--- src/rtl/pe_pkg.sv ---
// Shared types and default sizes for the nucleotide-selection PE and its job sequencer.
package pe_pkg;

    localparam int unsigned NUCL_PER_WORD = 16;
    localparam int unsigned ROW_W         = 40;
    localparam int unsigned LEN_W         = 16;
    localparam int unsigned NUM_MAT       = 4;

    typedef enum logic [1:0] {
        NUC_A = 2'b00,
        NUC_C = 2'b01,
        NUC_G = 2'b10,
        NUC_T = 2'b11
    } nucl_t;

    typedef enum logic [1:0] {
        IDLE,
        RUN,
        DRAIN,
        DONE
    } state_t;

endpackage

--- src/rtl/pe_mat_table.sv ---
// Per-branch probability matrix table: reset-to-zero register file,
// one synchronous write port and one asynchronous read port.
module pe_mat_table #(
    parameter int unsigned ROW_W   = pe_pkg::ROW_W,
    parameter int unsigned NUM_MAT = pe_pkg::NUM_MAT,
    localparam int unsigned MAT_AW = $clog2(NUM_MAT),
    localparam int unsigned MAT_W  = 4 * ROW_W
) (
    input  logic              clk,
    input  logic              rst,
    input  logic              we,
    input  logic [MAT_AW-1:0] waddr,
    input  logic [MAT_W-1:0]  wdata,
    input  logic [MAT_AW-1:0] raddr,
    output logic [MAT_W-1:0]  rdata
);

    logic [MAT_W-1:0] mem [NUM_MAT];

    always_ff @(posedge clk or posedge rst) begin
        if (rst) begin
            for (int unsigned i = 0; i < NUM_MAT; i++) begin
                mem[i] <= '0;
            end
        end else if (we) begin
            mem[waddr] <= wdata;
        end
    end

    // Combinational read returns the pre-write contents during a same-cycle write.
    assign rdata = mem[raddr];

endmodule

--- src/rtl/pe_job_sequencer.sv ---
// Sequences one alignment job through the 1-cycle nucleotide-selection PE:
// latches the job matrix, issues nucleotide words and tracks PE output validity.
module pe_job_sequencer #(
    parameter int unsigned NUCL_PER_WORD = pe_pkg::NUCL_PER_WORD,
    parameter int unsigned ROW_W         = pe_pkg::ROW_W,
    parameter int unsigned LEN_W         = pe_pkg::LEN_W,
    parameter int unsigned NUM_MAT       = pe_pkg::NUM_MAT,
    localparam int unsigned MAT_AW       = $clog2(NUM_MAT),
    localparam int unsigned MAT_W        = 4 * ROW_W,
    localparam int unsigned WORD_W       = 2 * NUCL_PER_WORD
) (
    input  logic              clk,
    input  logic              reset,
    input  logic              start,
    input  logic [LEN_W-1:0]  job_len,
    input  logic [MAT_AW-1:0] job_mat_sel,
    input  logic              abort,
    output logic              busy,
    output logic              done,
    input  logic              mat_we,
    input  logic [MAT_AW-1:0] mat_addr,
    input  logic [MAT_W-1:0]  mat_wdata,
    output logic              mat_err,
    input  logic              in_valid,
    output logic              in_ready,
    input  logic [WORD_W-1:0] in_nucl,
    output logic [WORD_W-1:0] pe_nucl,
    output logic [MAT_W-1:0]  pe_matrix,
    output logic              out_valid,
    input  logic              out_ready,
    output logic              out_last,
    output logic [LEN_W-1:0]  out_idx
);

    import pe_pkg::state_t;
    import pe_pkg::IDLE;
    import pe_pkg::RUN;
    import pe_pkg::DRAIN;
    import pe_pkg::DONE;

    state_t            state;
    logic              s1;
    logic              s2;
    logic [LEN_W-1:0]  len_r;
    logic [LEN_W-1:0]  issue_cnt;
    logic [LEN_W-1:0]  word_idx;
    logic [MAT_AW-1:0] act_sel;
    logic [MAT_W-1:0]  tbl_rdata;
    logic              tbl_we;
    logic              mat_conflict;
    logic              issue;
    logic              consume;
    logic              last_consumed;

    assign busy      = (state != IDLE);
    assign done      = (state == DONE);
    assign out_valid = s2;
    assign out_last  = s2 && (out_idx == len_r - LEN_W'(1));

    // A new word may only enter once the PE result it would overwrite has been taken.
    assign in_ready      = (state == RUN) && !s1 && (!s2 || out_ready);
    assign issue         = in_valid && in_ready;
    assign consume       = s2 && out_ready;
    assign last_consumed = consume && out_last;

    assign mat_conflict = mat_we && busy && (mat_addr == act_sel);
    assign tbl_we       = mat_we && !mat_conflict;

    pe_mat_table #(
        .ROW_W   (ROW_W),
        .NUM_MAT (NUM_MAT)
    ) u_table (
        .clk   (clk),
        .rst   (reset),
        .we    (tbl_we),
        .waddr (mat_addr),
        .wdata (mat_wdata),
        .raddr (job_mat_sel),
        .rdata (tbl_rdata)
    );

    always_ff @(posedge clk or posedge reset) begin
        if (reset) begin
            state     <= IDLE;
            s1        <= 1'b0;
            s2        <= 1'b0;
            len_r     <= '0;
            issue_cnt <= '0;
            word_idx  <= '0;
            act_sel   <= '0;
            out_idx   <= '0;
            pe_nucl   <= '0;
            pe_matrix <= '0;
            mat_err   <= 1'b0;
        end else begin
            if (mat_conflict) begin
                mat_err <= 1'b1;
            end
            if (abort) begin
                state     <= IDLE;
                s1        <= 1'b0;
                s2        <= 1'b0;
                issue_cnt <= '0;
                word_idx  <= '0;
                out_idx   <= '0;
            end else begin
                // The PE captures pe_nucl on every edge; s1 marks that capture.
                if (s1) begin
                    s1      <= 1'b0;
                    s2      <= 1'b1;
                    out_idx <= word_idx;
                end else if (consume) begin
                    s2 <= 1'b0;
                end

                case (state)
                    IDLE: begin
                        if (start) begin
                            pe_matrix <= tbl_rdata;
                            act_sel   <= job_mat_sel;
                            len_r     <= job_len;
                            issue_cnt <= '0;
                            word_idx  <= '0;
                            out_idx   <= '0;
                            mat_err   <= 1'b0;
                            state     <= (job_len == '0) ? DONE : RUN;
                        end
                    end
                    RUN: begin
                        if (issue) begin
                            pe_nucl   <= in_nucl;
                            word_idx  <= issue_cnt;
                            issue_cnt <= issue_cnt + LEN_W'(1);
                            s1        <= 1'b1;
                            if (issue_cnt == len_r - LEN_W'(1)) begin
                                state <= DRAIN;
                            end
                        end
                    end
                    DRAIN: begin
                        if (last_consumed) begin
                            state <= DONE;
                        end
                    end
                    DONE: begin
                        state <= IDLE;
                    end
                    default: begin
                        state <= IDLE;
                    end
                endcase
            end
        end
    end

endmodule

--- config.mk ---
export PLATFORM = sky130hd
export DESIGN_NAME = pe_job_sequencer
export DESIGN_NICKNAME = d
export VERILOG_FILES = /design/src/rtl/pe_pkg.sv /design/src/rtl/pe_mat_table.sv /design/src/rtl/pe_job_sequencer.sv
export SDC_FILE = /design/constraint.sdc
export NUM_CORES = 2
export LEC_CHECK = 0
export CAP_MARGIN = 15
export CORE_MARGIN = 4
export CORE_UTILIZATION = 59
export CTS_BUF_LIST = sky130_fd_sc_hd__clkbuf_4 sky130_fd_sc_hd__clkbuf_8
export DETAILED_ROUTE_END_ITERATION = 16
export DONT_BUFFER_PORTS = 1
export PLACE_DENSITY = 0.72
export SLEW_MARGIN = 25
export SYNTH_ARGS = -nofsm -noshare
export SYNTH_HDL_FRONTEND = slang
export SYNTH_HIERARCHICAL = 1
export SYNTH_SLANG_ARGS = --single-unit
--- constraint.sdc ---
create_clock -name clk -period 36.9 [get_ports clk]
set_clock_uncertainty 0.05 [all_clocks]
set_input_delay 9.225 -clock clk [delete_from_list [all_inputs] [get_ports clk]]
set_output_delay 9.225 -clock clk [all_outputs]
set_load 0.03 [all_outputs]
# Word level (Yosys, flattened, before mapping)
# Index checks and enable logic that the tools add are counted.
# word_totals
out_inout_bits,214
reg_bits,903
input_bits,219
# op_classes
n_lt_le_gt_ge,3
n_addsub,2
eq_ne,10
reduce_logical,23
n_mux,34
n_bitwise,3
# op_table
cell,n
640-bit bitwise mux,1
160-bit two-way mux,3
160-bit binary-select mux with 2-bit select,1
160-bit demux with 2-bit select,1
16-bit two-way mux,9
16-bit one-hot mux with 2 select lines,2
16-bit equality test,2
16-bit by 1-bit adder with 16-bit output (second input constant),1
16-bit zero test,1
16-bit by 1-bit subtractor with 16-bit output (second input constant),1
2-bit two-way mux,6
1-bit logical AND,10
1-bit two-way mux,10
3-bit != test (second input constant),3
3-bit AND reduction,3
2-bit one-hot mux with 4 select lines,1
3-bit >= comparator (second input constant),2
2-bit NOT with 3-bit output,2
3-bit nonzero test,2
2-bit equality test (second input constant),2
4-bit AND reduction,1
1-bit zero test,3
3-bit by 1-bit less-than comparator with 1-bit output (second input constant),1
3-bit by 2-bit != test with 1-bit output (second input constant),1
other kinds (6),6

# Logic depth before layout (Yosys ltp)
# logic_depth
ltp_word,7
mapped_depth,12
mapped_depth_nobuf,10

# By module
# The synthesis kept the hierarchy.
# modules_own_cells
mod,instances,cells_each,area_per_inst_um2,seq_area_each_um2
pe_mat_table,1,1549,27395.0,16015.4
pe_job_sequencer,1,813,11071.9,6581.3

# Worst setup path before layout
# OpenSTA, ideal clock, no wires.
# synth_timing
path_kind,input-to-output
from,input port out_ready
to,output port in_ready
required_time_ns,27.625
n_path_buf,0
setup_slack_ns,17.909
stages,3
t_arrival_ns,9.716
cell_sequence,nor2b_1 nor2_1 and2_1
# synth_via
elab_chain_len,2
# synth_rtl
element,line_no,rtl
start: declaration,pe_job_sequencer.sv:30,"input logic out_ready,"
1-bit logical OR,pe_job_sequencer.sv:61,assign in_ready = (state == RUN) && !s1 && (!s2 || out_ready);
1-bit logical AND,pe_job_sequencer.sv:61,
end: declaration,pe_job_sequencer.sv:25,"output logic in_ready,"
# No other way between the ends.

# Final worst setup path
# Ends and elaborated chain as after synthesis.

==> flow_metrics.tcl <==
set metrics [dict create \
    yosys-top-cells-area "dfrtp_1 (59%), mux2_2 (22%), mux4_2 (9.4%)" \
    power.leakage_nw 17.9 \
    yosys.area.top_type "dfrtp_1" \
    wl_mm 86.5 \
    die_x_um 263 \
    final_common_cell "dfrtp_1" \
    post_cts_buffers 0 \
    max_freq_mhz 52.4 \
    grt_pass1_wl_mm 137 \
    avgSynthCellArea_um2 16.3 \
    peakVddDrop_mv 0.0535 \
    clockBufferDepth 3 \
    dieArea_um2 69300 \
    syn_inst 2362 \
    ys_seq_elements 903 \
    rows 93 \
    io_buffers 0 \
    worst_slew_pin_slew_ps 1080 \
    ff2ff_path_depth 9 \
    core_area_um2 64500 \
    synth_edf_count 0 \
    drtPass1Iterations 5 \
    cp_data_arrival_time_ps 9810 \
    drive_gt1_frac 0.483 \
    ios 433 \
    vias_per_cell 6.12 \
    r2r_setup_slack_ps 32400 \
    synth.distinct_cells 54 \
    power.density_nw_per_um2 76.5 \
    synth-seq-area-share 0.587 \
    yosysTopAreaCellShare 0.587 \
    yosysWarnings 6 \
    final_nets 2610 \
    crit_fanout 3 \
    crit_required_ps 27620 \
    fin_setup_tns_ps 0 \
    min_to "u_table/mem[539]" \
    min_path_type "reg -> reg" \
    dpl_cell_area_um2 39100 \
    status "complete, no violations" \
    crit_type "in -> out" \
    finalCritPeriodShare 0.517 \
    period_needed_ps 19080 \
    start_kind "input pin" \
    antenna_found_initial 3 \
    vias 20500 \
    drtIter0Drc 1131 \
    postLayoutCellArea_um2 42200 \
    rsz0062_at_grt "no" \
    netlist_area_um2 38500 \
    finalMaxSlewViolations 0 \
    antenna_left 0 \
    initial_utilization 0.597 \
    hold_violations 0 \
    cts_hold_buffers 0 \
    final_cell_mix "dfrtp_1 (902), mux2_2 (751), clkbuf_8 (184)" \
    grt_remaining_overflow 0 \
    tritoncts.num_buffers 146 \
    grt_usage 0.253 \
    clock_latency_ps 760 \
    min_path_cells 1 \
    syn_to_final_growth_pct 9.81 \
    grt_pass1_vias 23100 \
    root_buffer "clkbuf_8" \
    drcViolationCount 0 \
    hold_start "u_table/mem[539]" \
    synth_flop_cell "dfrtp_1" \
    r2r_start "state[0]" \
    r2r_end "u_table/mem[636]" \
    relSlewSlack 0.280 \
    dieHeight_um 263 \
    drv_cap 0 \
    gp_congestion 0.881 \
    cts_tree "done" \
    cts_resized 0 \
    fill_cells 4584 \
    cp-end-kind "output port" \
    setup_violations 0 \
    utilization 0.655 \
    htreeDepth 4 \
    grt_max_degree 165 \
    clk_pin_slew_ps 60 \
    clock-sinks 903 \
    wire_per_inst_um 25.8 \
    dp_hpwl_mm 52.5 \
    synth_nets 2587 \
    ys_async_sr_fraction 1.00 \
]
## Yosys cell counts (8+ instances only)
library cell	instances
a21oi_1	12
nand2_1	22
xnor2_1	19
buf_4	12
buf_2	82
inv_1	15
mux2_2	751
mux4_2	160
dfrtp_1	903
nand3_1	13
clkbuf_1	46
buf_1	8
o21ai_0	18
nand3b_1	8
mux2i_1	18
mux2_1	102
xor2_1	23
nor4_1	11
nor3_1	8
nor2_1	43
a22o_1	15
## where the power goes
group	switching (mW)	total (mW)	internal, mW
logic	0.207	0.578	0.371
clock network	0.388	0.897	0.509
registers	0.452	1.76	1.30
## critical path: stages
cell and delay, ps:
nor2b_1 200, nor2_1 80, and2_1 300
## state kept, by name (all words and copies together), names as in the netlist
register,flops
mat_err,1
act_sel,2
pe_matrix,160
out_idx,16
len_r,16
out_valid,1
state,2
pe_nucl,32
word_idx,16
u_table/mem,640
issue_cnt,16
s1,1
## per-stage QoR
| step | power, mW | std cells | hold slack, ps | setup slack [ps] |
|---|---|---|---|---|
| 6_report | 3.23 | 3354 | 433 | 17820 |
| 5_1_grt | 3.39 | 3350 | 449 | 17790 |
| 3_5_place_dp | 2.36 | 3092 | 422 | 17800 |
| 3_3_place_gp | 2.31 | 3092 | 412 | 17760 |
| 4_1_cts | 3.27 | 3349 | 437 | 17790 |
| 2_1_floorplan | 2.18 | 2362 | 400 | 9700 |
## how the worst max path moves through the flow
stage	end	from	slack, ps
3_3_place_gp	in_ready	out_ready	17760
4_1_cts	in_ready	out_ready	17790
2_1_floorplan	u_table/mem[0]	reset	9700
3_5_place_dp	in_ready	out_ready	17800
6_report	in_ready	out_ready	17820
5_1_grt	in_ready	out_ready	17790
## layer usage
metal | track usage | wire length, um | vias up | share of wire
li1 | - | - | 8809 | -
met1 | 0.308 | 33500 | 11100 | 0.39
met2 | 0.431 | 44300 | 541 | 0.51
met3 | 0.0891 | 6750 | 129 | 0.078
met4 | 0.0742 | 1930 | 0 | 0.022
met5 | 0 | 0 | - | 0
## cell type report
| cell class | instances | area (um^2) | share of cell area |
|---|---|---|---|
| Sequential cell | 903 | 22600 | 0.535 |
| Antenna cell | 5 | 12.5 | 0.000296 |
| Clock inverter | 15 | 153 | 0.00361 |
| Timing Repair Buffer | 25 | 243 | 0.00575 |
| Inverter | 15 | 71.3 | 0.00169 |
| Clock buffer | 242 | 2970 | 0.0703 |
| Tap cell | 855 | 1070 | 0.0253 |
| Multi-Input combinational cell | 1294 | 15100 | 0.358 |
## kinds of logic (layout without fill, tap and decap cells)
logic type,count (synthesis),in the layout,share of synthesized area
multiplexers,1031,1031,0.348
XOR/XNOR,42,42,0.00956
flip-flops,903,903,0.587
AO/OA/AOI/OAI,72,72,0.0133
buffers and inverters,165,297,0.0202
other,0,5,0
adder cells (fa/ha/maj),6,6,0.00195
AND/OR/NAND/NOR,143,143,0.0195
Note: power is estimated with default switching activity, not from simulation.
